$ cat src/rtl/cpu_pkg.sv
// cpu_pkg -- shared definitions for the CPU control sequencer.
//   OPW         : opcode field width
//   OP_*        : opcode encodings used by the IR and ALU decode
//   state_t     : sequencer state encoding; P0..P7 map to phase 0..7,
//                 HALTED sits outside the phase range
//   is_aluop()  : true for opcodes that read an operand into the accumulator
package cpu_pkg;

   localparam int OPW = 3;

   localparam logic [OPW-1:0] OP_HLT = 3'b000;
   localparam logic [OPW-1:0] OP_SKZ = 3'b001;
   localparam logic [OPW-1:0] OP_ADD = 3'b010;
   localparam logic [OPW-1:0] OP_AND = 3'b011;
   localparam logic [OPW-1:0] OP_XOR = 3'b100;
   localparam logic [OPW-1:0] OP_LDA = 3'b101;
   localparam logic [OPW-1:0] OP_STO = 3'b110;
   localparam logic [OPW-1:0] OP_JMP = 3'b111;

   // Low three bits of the encoding are the debug phase index.
   typedef enum logic [3:0] {
      ST_P0     = 4'd0,
      ST_P1     = 4'd1,
      ST_P2     = 4'd2,
      ST_P3     = 4'd3,
      ST_P4     = 4'd4,
      ST_P5     = 4'd5,
      ST_P6     = 4'd6,
      ST_P7     = 4'd7,
      ST_HALTED = 4'd8
   } state_t;

   function automatic logic is_aluop(input logic [OPW-1:0] op);
      logic res;
      res = 1'b0;
      case (op)
         OP_ADD, OP_AND, OP_XOR, OP_LDA: res = 1'b1;
         default:                        res = 1'b0;
      endcase
      return res;
   endfunction

endpackage

$ cat src/rtl/cpu_sequencer_ctrl_decode.sv
// ctrl_decode -- combinational control-strobe decode for the sequencer.
// Inputs : state (current sequencer state), op_q (latched opcode),
//          zero_q (latched accumulator-zero flag), run (phase-advance enable)
// Outputs: sel, rd, wr, ld_ir, ld_ac, inc_pc, ld_pc, data_e, halt
// Strobes with a side effect (wr, ld_ir, ld_ac, inc_pc, ld_pc) are masked
// while run is low so a stalled phase never repeats its action.
module ctrl_decode
   import cpu_pkg::*;
(
   input  state_t         state,
   input  logic [OPW-1:0] op_q,
   input  logic           zero_q,
   input  logic           run,
   output logic           sel,
   output logic           rd,
   output logic           wr,
   output logic           ld_ir,
   output logic           ld_ac,
   output logic           inc_pc,
   output logic           ld_pc,
   output logic           data_e,
   output logic           halt
);

   logic alu_s;
   logic sel_s, rd_s, wr_s, ld_ir_s, ld_ac_s, inc_pc_s, ld_pc_s, data_e_s, halt_s;

   assign alu_s = is_aluop(op_q);

   // Moore decode of raw strobes from state, op_q and zero_q.
   always_comb begin
      sel_s    = 1'b0;
      rd_s     = 1'b0;
      wr_s     = 1'b0;
      ld_ir_s  = 1'b0;
      ld_ac_s  = 1'b0;
      inc_pc_s = 1'b0;
      ld_pc_s  = 1'b0;
      data_e_s = 1'b0;
      halt_s   = 1'b0;
      case (state)
         ST_P0: sel_s = 1'b1;
         ST_P1: begin
            sel_s = 1'b1;
            rd_s  = 1'b1;
         end
         ST_P2: begin
            sel_s   = 1'b1;
            rd_s    = 1'b1;
            ld_ir_s = 1'b1;
         end
         ST_P3: begin
            sel_s = 1'b1;
            rd_s  = 1'b1;
         end
         ST_P4: inc_pc_s = 1'b1;
         ST_P5: rd_s = alu_s;
         ST_P6: begin
            rd_s     = alu_s;
            inc_pc_s = (op_q == OP_SKZ) && zero_q;
            ld_pc_s  = (op_q == OP_JMP);
            data_e_s = (op_q == OP_STO);
         end
         ST_P7: begin
            rd_s     = alu_s;
            ld_ac_s  = alu_s;
            ld_pc_s  = (op_q == OP_JMP);
            wr_s     = (op_q == OP_STO);
            data_e_s = (op_q == OP_STO);
         end
         ST_HALTED: halt_s = 1'b1;
         default: begin
            sel_s = 1'b0;
         end
      endcase
   end

   // Mask side-effecting strobes while the sequencer is stalled.
   always_comb begin
      sel    = sel_s;
      rd     = rd_s;
      data_e = data_e_s;
      halt   = halt_s;
      if (run) begin
         wr     = wr_s;
         ld_ir  = ld_ir_s;
         ld_ac  = ld_ac_s;
         inc_pc = inc_pc_s;
         ld_pc  = ld_pc_s;
      end else begin
         wr     = 1'b0;
         ld_ir  = 1'b0;
         ld_ac  = 1'b0;
         inc_pc = 1'b0;
         ld_pc  = 1'b0;
      end
   end

endmodule

$ cat src/rtl/cpu_sequencer.sv
// cpu_sequencer -- eight-phase instruction sequencer with halt/resume.
// Parameters: OPW (opcode width, low three bits decoded),
//             HALT_RESUME (1: resume leaves HALTED, 0: HALTED until reset)
// Inputs : clk, rst_n (async active-low), run, resume, opcode, zero
// Outputs: sel, rd, wr, ld_ir, ld_ac, inc_pc, ld_pc, data_e, halt, phase
// Holds the state register, the opcode latch (op_q, loaded in P3) and the
// zero-flag latch (zero_q, loaded on P5->P6); strobes come from ctrl_decode.
module cpu_sequencer
   import cpu_pkg::state_t, cpu_pkg::ST_P0, cpu_pkg::ST_P1, cpu_pkg::ST_P2,
          cpu_pkg::ST_P3, cpu_pkg::ST_P4, cpu_pkg::ST_P5, cpu_pkg::ST_P6,
          cpu_pkg::ST_P7, cpu_pkg::ST_HALTED, cpu_pkg::OP_HLT;
#(
   parameter int OPW         = 3,
   parameter bit HALT_RESUME = 1'b1
) (
   input  logic           clk,
   input  logic           rst_n,
   input  logic           run,
   input  logic           resume,
   input  logic [OPW-1:0] opcode,
   input  logic           zero,
   output logic           sel,
   output logic           rd,
   output logic           wr,
   output logic           ld_ir,
   output logic           ld_ac,
   output logic           inc_pc,
   output logic           ld_pc,
   output logic           data_e,
   output logic           halt,
   output logic [2:0]     phase
);

   state_t         state_r;
   state_t         state_nxt_s;
   logic [OPW-1:0] op_q;
   logic           zero_q;
   logic           armed_r;
   logic           adv_s;

   // The first edge after reset release only arms the sequencer, so the
   // first full P0 cycle follows that edge.
   assign adv_s = run & armed_r;

   // Arm flag: set by the first clock edge after reset release.
   always_ff @(posedge clk or negedge rst_n) begin
      if (!rst_n) begin
         armed_r <= 1'b0;
      end else begin
         armed_r <= 1'b1;
      end
   end

   // State register.
   always_ff @(posedge clk or negedge rst_n) begin
      if (!rst_n) begin
         state_r <= ST_P0;
      end else begin
         state_r <= state_nxt_s;
      end
   end

   // Opcode latch (leaving P3) and zero-flag latch (leaving P5).
   always_ff @(posedge clk or negedge rst_n) begin
      if (!rst_n) begin
         op_q   <= '0;
         zero_q <= 1'b0;
      end else begin
         if (adv_s && (state_r == ST_P3)) begin
            op_q <= opcode;
         end
         if (adv_s && (state_r == ST_P5)) begin
            zero_q <= zero;
         end
      end
   end

   // Next-state logic; resume only matters in HALTED.
   always_comb begin
      state_nxt_s = state_r;
      if (adv_s) begin
         case (state_r)
            ST_P0: state_nxt_s = ST_P1;
            ST_P1: state_nxt_s = ST_P2;
            ST_P2: state_nxt_s = ST_P3;
            ST_P3: state_nxt_s = ST_P4;
            ST_P4: begin
               if (op_q[2:0] == OP_HLT) begin
                  state_nxt_s = ST_HALTED;
               end else begin
                  state_nxt_s = ST_P5;
               end
            end
            ST_P5: state_nxt_s = ST_P6;
            ST_P6: state_nxt_s = ST_P7;
            ST_P7: state_nxt_s = ST_P0;
            ST_HALTED: begin
               if (HALT_RESUME && resume) begin
                  state_nxt_s = ST_P0;
               end else begin
                  state_nxt_s = ST_HALTED;
               end
            end
            default: state_nxt_s = ST_P0;
         endcase
      end else begin
         state_nxt_s = state_r;
      end
   end

   assign phase = state_r[2:0];

   ctrl_decode u_decode (
      .state  (state_r),
      .op_q   (op_q[2:0]),
      .zero_q (zero_q),
      .run    (run),
      .sel    (sel),
      .rd     (rd),
      .wr     (wr),
      .ld_ir  (ld_ir),
      .ld_ac  (ld_ac),
      .inc_pc (inc_pc),
      .ld_pc  (ld_pc),
      .data_e (data_e),
      .halt   (halt)
   );

endmodule

$ cat config.mk
export PLATFORM = sky130hd
export DESIGN_NAME = cpu_sequencer
export DESIGN_NICKNAME = d
export VERILOG_FILES = /design/src/rtl/cpu_pkg.sv /design/src/rtl/cpu_sequencer_ctrl_decode.sv /design/src/rtl/cpu_sequencer.sv
export SDC_FILE = /design/constraint.sdc
export NUM_CORES = 1
export LEC_CHECK = 0
export ABC_AREA = 1
export ABC_CLOCK_PERIOD_IN_PS = 2300
export CORE_ASPECT_RATIO = 1.5
export CORE_MARGIN = 3
export CORE_UTILIZATION = 25
export CTS_BUF_LIST = sky130_fd_sc_hd__clkbuf_8 sky130_fd_sc_hd__clkbuf_16
export DETAILED_ROUTE_END_ITERATION = 8
export HOLD_SLACK_MARGIN = 0.06
export MAX_ROUTING_LAYER = met4
export PLACE_DENSITY_LB_ADDON = 0.08
export SYNTH_ARGS = -nofsm -noshare
export SYNTH_HDL_FRONTEND = slang
export SYNTH_SLANG_ARGS = --single-unit
$ cat constraint.sdc
create_clock -name clk -period 2.3 [get_ports clk]
set_input_delay 0.575 -clock clk [delete_from_list [all_inputs] [get_ports clk]]
set_output_delay 0.575 -clock clk [all_outputs]
set_load 0.01 [all_outputs]
After elaboration in Yosys (flattened, before gate mapping) --
Cells that the tools add are included.
Word-level totals: memories 0, register bits 9, bits of input ports 8, latch bits 0, memory bits (writable) 0, memory bits (read-only) 0, logic and storage cells 48, output and inout port bits 12
Operators by class: reduce and logical (&&, ||, !) cells 10, bitwise gates (word level) 1, divide/modulo/power cells 0, shift operators 0, eq/ne operators 15, multipliers 0, add/subtract/negate cells 0, mux-type cells 18, order comparisons 0
Operators by type and width (count):
- one-hot mux 4 bit (8 select lines) | 1
- equality test 4 x 3 -> 1 bit, second input constant | 4
- 2-to-1 mux 1 bit | 13
- equality test 3 bit, second input constant | 4
- equality test 4 x 2 -> 1 bit, second input constant | 2
- 2-to-1 mux 4 bit | 2
- OR reduction 4 bit | 2
- equality test 3 x 2 -> 1 bit, second input constant | 2
- OR reduction 3 bit | 2
- equality test 4 x 1 -> 1 bit, second input constant | 1
- equality test 4 bit, second input constant | 1
- zero test 4 bit | 1
- one-hot mux 1 bit (2 select lines) | 2
- equality test 3 x 1 -> 1 bit, second input constant | 1
- logical AND 1 bit | 3
- zero test 3 bit | 1
- OR reduction 2 bit | 1
- bitwise AND 1 bit | 1

Logic depth before layout (Yosys ltp) --
Gate-level depths: netlist of the first run.
depth after elaboration 5, mapped depth 7, depth with buffers taken out 7

Hierarchy --
Synthesis of the first run repeated with hierarchy kept, for this count alone.
Unflattened totals: cells, all modules 105, area total of the unflattened synthesis 666.9 sq um
By module, submodules not included:
- cpu_sequencer | cells each 67, instances 1, sequential area each 225.2 sq um, area each 495.5 sq um
- ctrl_decode | cells each 38, instances 1, sequential area each 0.0 sq um, area each 171.4 sq um

Least setup slack after synthesis of the first run --
Ideal clock, no wire load.
path kind in2out, start input port run, end output port ld_ac, cell stages on the path 2, setup slack 0.716 ns, buffers on the path 0, data required time 1.725 ns, arrival 1.009 ns, cells stage by stage inv_1 -> nor4_2
Between the ends: word-level cells in the longest chain between the ends 1
Ends and longest elaborated chain:
- from (decl) | line cpu_sequencer.sv:18 | input logic run,
- 2-to-1 mux 1 bit | line cpu_sequencer_ctrl_decode.sv:84 | if (run) begin
- to (decl) | line cpu_sequencer.sv:26 | output logic ld_ac,
No other way between the ends.

Worst setup path after layout of the first run --
start input port run, end output port wr
Between the ends: word-level cells in the longest chain between the ends 1
Ends and longest elaborated chain:
- 2-to-1 mux 1 bit | line cpu_sequencer_ctrl_decode.sv:84
- to (decl) | line cpu_sequencer.sv:24 | output logic wr,
No other way between the ends.

==> impl_metrics.sql, run 1 <==
INSERT INTO impl_metrics (metric_group, metric, value, unit) VALUES
('route', 'finalWirelength', '1430', 'µm'),
('cells_and_area', 'number_of_diodes_added_for_antenna_fixing', '0', ''),
('floorplanning', 'chipHeight', '66.1', 'µm'),
('critical_path', 'setup.worst_path.start_class', 'input port', ''),
('cells_and_area', 'fin_util', '37.8', '%'),
('clocking', 'insertion_delay', '0.23', 'ns'),
('clocking', 'post_cts_resized', '6', ''),
('power_and_ir_drop', 'total_power', '956', 'µW'),
('clocking', 'cts-buffers-inserted', '3', ''),
('cells_and_area', 'register_area', '225', 'µm²'),
('power_and_ir_drop', 'p_comb_share', '53.2', '%'),
('power_and_ir_drop', 'maximum_vdd_drop', '0.000354', 'V'),
('power_and_ir_drop', 'cellInternalPower', '555', 'µW'),
('cells_and_area', 'post_route_standard_cell_area_excluding_fillers', '853', 'µm²'),
('timing', 'timing.final.max_slew_violations', '0', ''),
('power_and_ir_drop', 'leakagePower', '0.428', 'nW'),
('critical_path', 'path_class', 'in -> out', ''),
('global_routing', 'met2_usage', '16.6', '%'),
('clocking', 'number_of_clock_sinks', '9', ''),
('status', 'run_status', 'finished clean', ''),
('placed_design', 'placed_cell_area', '813', 'µm²'),
('placed_design', 'last_weighted_congestion_value_of_the_routability_driven_placer', '0.907', ''),
('yosys', 'synthCells', '89', ''),
('yosys', 'mappedNetlistArea', '602', 'µm²'),
('clocking', 'cts_post_setup_buffers_inserted', '0', ''),
('run', 'maxCapViolations', '0', ''),
('clocking', 'clockRootBuffer', 'sky130_fd_sc_hd__clkbuf_8', ''),
('floorplanning', 'die-width', '46.1', 'µm'),
('yosys', 'ys.warnings.count', '0', ''),
('critical_path', 'timing.critical_path.arrival', '1.64', 'ns'),
('timing', 'post_route_skew', '0.00287', 'ns'),
('cells_and_area', 'most-common-layout-cells', '26 x sky130_fd_sc_hd__nand2_1, 14 x sky130_fd_sc_hd__clkdlybuf4s50_1, 12 x sky130_fd_sc_hd__inv_1', ''),
('critical_path', 'crit_path_end_kind', 'output port', ''),
('floorplanning', 'die_area', '3040', 'µm²'),
('cells_and_area', 'combined_area_of_the_multi_input_logic_cells', '302', 'µm²'),
('global_routing', 'grt_use_total', '10.6', '%'),
('clocking', 'htree_levels', '1', ''),
('global_routing', 'gr-usage-met1', '12.3', '%'),
('clocking', 'tritoncts', 'done', ''),
('route', 'drtPass1Iterations', '4', ''),
('placed_design', 'dp.final_hpwl', '1220', 'µm'),
('yosys', 'synth_cell_type_count', '18', ''),
('global_routing', 'grt_max_degree', '10', ''),
('power_and_ir_drop', 'share_clk_of_total_power', '18.2', '%'),
('clocking', 'cts.reportedPaths.clkPinSlew', '0.04', 'ns'),
('global_routing', 'grt_overflow_total', '0', ''),
('route', 'postRouteAntennaNets', '0', ''),
('power_and_ir_drop', 'proportion_of_power_drawn_by_flip_flops_and_latches', '28.6', '%'),
('cells_and_area', 'drive_above_1_share', '18.0', '%'),
('power_and_ir_drop', 'power_switching', '401', 'µW'),
('placed_design', 'number_of_port_buffers', '19', ''),
('placed_design', 'detailedPlace.worstSlack', '-0.287', 'ns'),
('cells_and_area', 'layout.nets', '120', ''),
('floorplanning', 'core_region_area', '2260', 'µm²'),
('critical_path', 'critPathMaxFanout', '5', ''),
('route', 'starting_drc_count_in_detailed_routing', '12', ''),
('timing', 'final-hold-violation-count', '0', ''),
('timing', 'rsz0062_at_grt', 'no', ''),
('yosys', 'postSynthAreaPerCell', '6.76', 'µm²'),
('timing', 'totalNegativeSetupSlack', '0', 'ns'),
('global_routing', 'grt.busiest_layer', 'met2', ''),
('route', 'wl_per_cell', '10.7', 'µm'),
('floorplanning', 'floorplan.initialDensity', '26.6', '%'),
('route', 'total_number_of_vias', '596', ''),
('yosys', 'postSynthRegisterBits', '9', ''),
('global_routing', 'grt_antenna_before_repair', '0', ''),
('timing', 'final.min_clock_period', '2.22', 'ns'),
('power_and_ir_drop', 'sw_frac_of_total', '42.0', '%'),
('timing', 'period_share', '96.4', '%'),
('timing', 'final_critical_path_setup_slack', '0.0824', 'ns'),
('yosys', 'postSynthNetCount', '97', '');
==> metal layers <==
| layer | vias up | wire length [µm] | share of wire [%] |
|---|---|---|---|
| li1 | 316 | - | - |
| met1 | 263 | 595 | 42 |
| met2 | 13 | 741 | 52 |
| met3 | 4 | 65 | 4.5 |
| met4 | 0 | 29 | 2.0 |
| met5 | - | 0 | 0 |
==> power groups by stage <==
stage / clock network [mW] / registers [mW] / logic [mW]
final: 0.174 / 0.273 / 0.508
after global routing: 0.192 / 0.287 / 0.576
after CTS: 0.182 / 0.274 / 0.503
after detailed placement: 0 / 0.276 / 0.508
after global placement: 0 / 0.277 / 0.512
after floorplan: 0 / 0.270 / 0.331
==> kinds of logic (layout without fill, tap and decap cells) <==
kind of cell	after synthesis	in the layout	share of synthesized area (%)
AO/OA/AOI/OAI	8	8	6.65
buffers and inverters	19	41	13.9
flip-flops	9	9	37.4
other	1	1	0.623
AND/OR/NAND/NOR	52	52	41.4
==> cell type report <==
type,count,area share [%]
Clock buffer,3,4.84
Tap cell,23,3.37
Multi-Input combinational cell,61,35.3
Clock inverter,1,0.440
Sequential cell,9,26.4
Inverter,16,7.18
Timing Repair Buffer,21,22.4
==> worst paths after layout <==
check                                 from          to  slack (ns)  cells after the start
worst max-delay path                   run          wr        0.08                      4
worst min-delay path                zero_q      zero_q        0.49                      2
worst max register to register  state_r[0]  state_r[3]        1.13                      6
worst min register to register      zero_q      zero_q        0.49                      2
max in group asynchronous            rst_n     armed_r        1.36                      1
min in group asynchronous            rst_n  state_r[2]        0.65                      1
==> state kept, by name, summed over array words and instances (netlist names) <==
name / cells
zero_q: 1
armed_r: 1
state_r: 4
op_q: 3
==> critical path, cell delays in order <==
cell and delay [ns]:
sky130_fd_sc_hd__clkdlybuf4s50_1 0.48, sky130_fd_sc_hd__inv_1 0.11, sky130_fd_sc_hd__nor3_1 0.18, sky130_fd_sc_hd__dlygate4sd2_1 0.28
==> cells in the mapped netlist <==
master,instances,share of area [%]
sky130_fd_sc_hd__a21oi_1,3,2.5
sky130_fd_sc_hd__buf_4,3,3.7
sky130_fd_sc_hd__clkinv_2,1,0.83
sky130_fd_sc_hd__conb_1,1,0.62
sky130_fd_sc_hd__dfrtp_1,9,37
sky130_fd_sc_hd__inv_1,11,6.9
sky130_fd_sc_hd__inv_2,4,2.5
sky130_fd_sc_hd__nand2_1,26,16
sky130_fd_sc_hd__nand2_2,2,2.1
sky130_fd_sc_hd__nand3_1,5,4.2
sky130_fd_sc_hd__nand3_4,1,2.9
sky130_fd_sc_hd__nand4_1,1,1.0
sky130_fd_sc_hd__nor2_1,10,6.2
sky130_fd_sc_hd__nor2_2,2,2.1
sky130_fd_sc_hd__nor3_1,3,2.5
sky130_fd_sc_hd__nor4_2,2,4.2
sky130_fd_sc_hd__o21ai_0,3,2.5
sky130_fd_sc_hd__o21ai_1,2,1.7
(Power assumes the default switching activity.)
==> inputs of run 2 (changes only) <==
Settings changed: ABC_CLOCK_PERIOD_IN_PS 2300 to unset.
==> results of run 2 <==
The final DEF is identical to that of run 1; final timing and power are the same.
==> inputs of run 3 (changes only) <==
Settings changed: CORE_ASPECT_RATIO 1.5 to unset, CORE_UTILIZATION 25 to 45, MAX_ROUTING_LAYER met4 to unset.
==> impl_metrics.sql, run 3 (synthesis gave the netlist of run 1 again) <==
INSERT INTO impl_metrics (metric_group, metric, value, unit) VALUES
('cells_and_area', 'fillerInstances', '115', ''),
('critical_path', 'timing.critical_path.arrival', '1.67', 'ns'),
('clocking', 'cts_post_setup_buffers_inserted', '0', ''),
('cells_and_area', 'layout.nets', '118', ''),
('cells_and_area', 'area_growth_syn_to_layout', '38.3', '%'),
('clocking', 'htree_levels', '1', ''),
('placed_design', 'last_weighted_congestion_value_of_the_routability_driven_placer', '0.811', ''),
('floorplanning', 'num_io_pins', '20', ''),
('worst_hold_path', 'min_from', 'zero_q', ''),
('route', 'post_drt_via_cell_ratio', '4.99', ''),
('critical_path', 'rr_worst_depth', '6', ''),
('critical_path', 'startpoint', 'run', ''),
('critical_path', 'critPathMaxFanout', '5', ''),
('timing', 'timing.final.max_slew_violations', '0', ''),
('timing', 'final_critical_path_setup_slack', '0.0513', 'ns'),
('clocking', 'cts-buffers-inserted', '3', ''),
('placed_design', 'number_of_port_buffers', '19', ''),
('critical_path', 'path_class', 'in -> out', ''),
('worst_hold_path', 'hold_path_depth', '2', ''),
('floorplanning', 'die-width', '42.6', 'µm'),
('cells_and_area', 'fin_util', '70.1', '%'),
('route', 'postRouteAntennaNets', '0', ''),
('floorplanning', 'core_region_area', '1190', 'µm²'),
('clocking', 'tritoncts', 'done', ''),
('timing', 'setup_viol', '0', ''),
('critical_path', 'crit_path_end_kind', 'output port', ''),
('timing', 'final.min_clock_period', '2.25', 'ns'),
('status', 'run_status', 'finished clean', ''),
('worst_hold_path', 'hold_path.class', 'reg -> reg', ''),
('placed_design', 'detailedPlace.worstSlack', '-0.284', 'ns'),
('route', 'drtPass1Iterations', '4', ''),
('cells_and_area', 'registers.top_by_ff_count', 'state_r', ''),
('timing', 'max_clock_freq', '445', 'MHz'),
('timing', 'rsz0062_at_grt', 'no', ''),
('clocking', 'max-clock-path-buffers', '2', ''),
('critical_path', 'crit-reg2reg-capture', 'state_r[2]', ''),
('cells_and_area', 'number_of_diodes_added_for_antenna_fixing', '0', ''),
('critical_path', 'critPathSlowestCell', 'sky130_fd_sc_hd__clkdlybuf4s50_1', ''),
('route', 'finalWirelength', '1380', 'µm'),
('route', 'starting_drc_count_in_detailed_routing', '11', ''),
('critical_path', 'cpPeakStageDelay', '0.49', 'ns'),
('critical_path', 'setup.worst_path.start_class', 'input port', ''),
('global_routing', 'grt_antenna_before_repair', '0', ''),
('route', 'drcViolationCount', '0', ''),
('run', 'maxCapViolations', '0', ''),
('critical_path', 'regToRegStartpoint', 'op_q[2]', ''),
('route', 'total_number_of_vias', '614', ''),
('power_and_ir_drop', 'p_per_area', '1140', 'nW/µm²'),
('floorplanning', 'die_area', '1810', 'µm²'),
('global_routing', 'grt_use_total', '16.8', '%'),
('critical_path', 'timing.critical_path.cells', 'clkdlybuf4s50_1 > inv_1 > nor3_1 > dlygate4sd2_1', ''),
('timing', 'totalNegativeSetupSlack', '0', 'ns'),
('clocking', 'clockRootBuffer', 'sky130_fd_sc_hd__clkbuf_8', ''),
('critical_path', 'required', '1.73', 'ns'),
('global_routing', 'grt_overflow_total', '0', ''),
('clocking', 'number_of_clock_sinks', '9', ''),
('power_and_ir_drop', 'leakagePower', '0.411', 'nW'),
('placed_design', 'dp.final_hpwl', '1080', 'µm'),
('cells_and_area', 'drive_above_1_share', '17.4', '%'),
('route', 'wl_per_cell', '11.2', 'µm'),
('clocking', 'cts.reportedPaths.clkPinSlew', '0.05', 'ns'),
('global_routing', 'first_global_vias', '558', ''),
('critical_path', 'worst-r2r-setup-slack', '1.19', 'ns'),
('global_routing', 'first_pass_grt_wire_length', '2300', 'µm'),
('timing', 'period_share', '97.8', '%'),
('timing', 'post_route_skew', '0.000347', 'ns'),
('cells_and_area', 'most_common_library_cell_in_the_layout_ignoring_fill_and_taps', 'sky130_fd_sc_hd__nand2_1', ''),
('cells_and_area', 'flip_flop_count_of_the_largest_register_after_layout', '4', ''),
('timing', 'final-hold-violation-count', '0', ''),
('cells_and_area', 'most-common-layout-cells', '26 x sky130_fd_sc_hd__nand2_1, 14 x sky130_fd_sc_hd__clkdlybuf4s50_1, 11 x sky130_fd_sc_hd__inv_1', ''),
('floorplanning', 'chipHeight', '42.6', 'µm'),
('floorplanning', 'row_count', '12', ''),
('global_routing', 'grt_max_degree', '10', ''),
('power_and_ir_drop', 'maximum_vdd_drop', '0.000688', 'V'),
('cells_and_area', 'reg_top3', 'state_r: 4 flops, op_q: 3 flops', ''),
('floorplanning', 'floorplan.initialDensity', '50.7', '%'),
('worst_hold_path', 'hold-path-endpoint', 'zero_q', ''),
('clocking', 'insertion_delay', '0.23', 'ns');
run 3: area by class of cell:
cell class	count	area [µm²]	share of cell area [%]
inverters	16	61.3	7.37
clock inverters	1	5.00	0.602
flip-flops and latches	9	226	27.2
multi-input cells	61	298	35.8
well taps	14	17.5	2.11
clock buffers	3	41.3	4.96
repair buffers	19	183	22.0
run 3: metal layers:
| layer | vias up | track usage, % | share of wire (%) |
|---|---|---|---|
| met1 | 276 | 21.5 | 45 |
| met3 | 4 | 2.58 | 6.0 |
| met2 | 22 | 27.7 | 47 |
| li1 | 312 | - | - |
| met4 | 0 | 7.45 | 1.4 |
| met5 | - | 0 | 0 |
run 3: through the flow:
| stage | hold slack, ns | area, µm² | instances | power [mW] |
|---|---|---|---|---|
| 2_1_floorplan | 0.279 | 602 | 89 | 0.600 |
| 3_3_place_gp | 0.485 | 787 | 119 | 0.746 |
| 3_5_place_dp | 0.545 | 787 | 119 | 0.759 |
| 4_1_cts | 0.555 | 830 | 123 | 0.943 |
| 5_1_grt | 0.587 | 832 | 123 | 1.02 |
| 6_report | 0.543 | 832 | 123 | 0.946 |
run 3: report_power, final:
group | switching [mW] | internal [mW] | total (mW)
clock | 0.0667 | 0.118 | 0.185
sequential | 0.0718 | 0.218 | 0.290
combinational | 0.271 | 0.200 | 0.470
total | 0.409 | 0.537 | 0.946
run 3: timing repair:
| item | in CTS | in global routing |
|---|---|---|
| endpoints found under the setup margin | 5 | 4 |
| hold buffers | 0 | 0 |
| resized for setup | 7 | 4 |
| pin swaps | 0 | 1 |
run 3: worst max-delay path by stage:
stage | end | slack, ns | depth (start not counted)
6_report | wr | 0.05 | 4
5_1_grt | data_e | 0.01 | 4
4_1_cts | ld_ac | 0.005 | 4
3_5_place_dp | ld_ac | -0.28 | 4
3_3_place_gp | ld_ac | -0.27 | 4
2_1_floorplan | ld_ac | 0.72 | 2
run 3: critical path, delay by kind of cell:
kind | cells | cell delay, ns
buffers and inverters | 3 | 0.90
and+or+nand+nor | 1 | 0.19
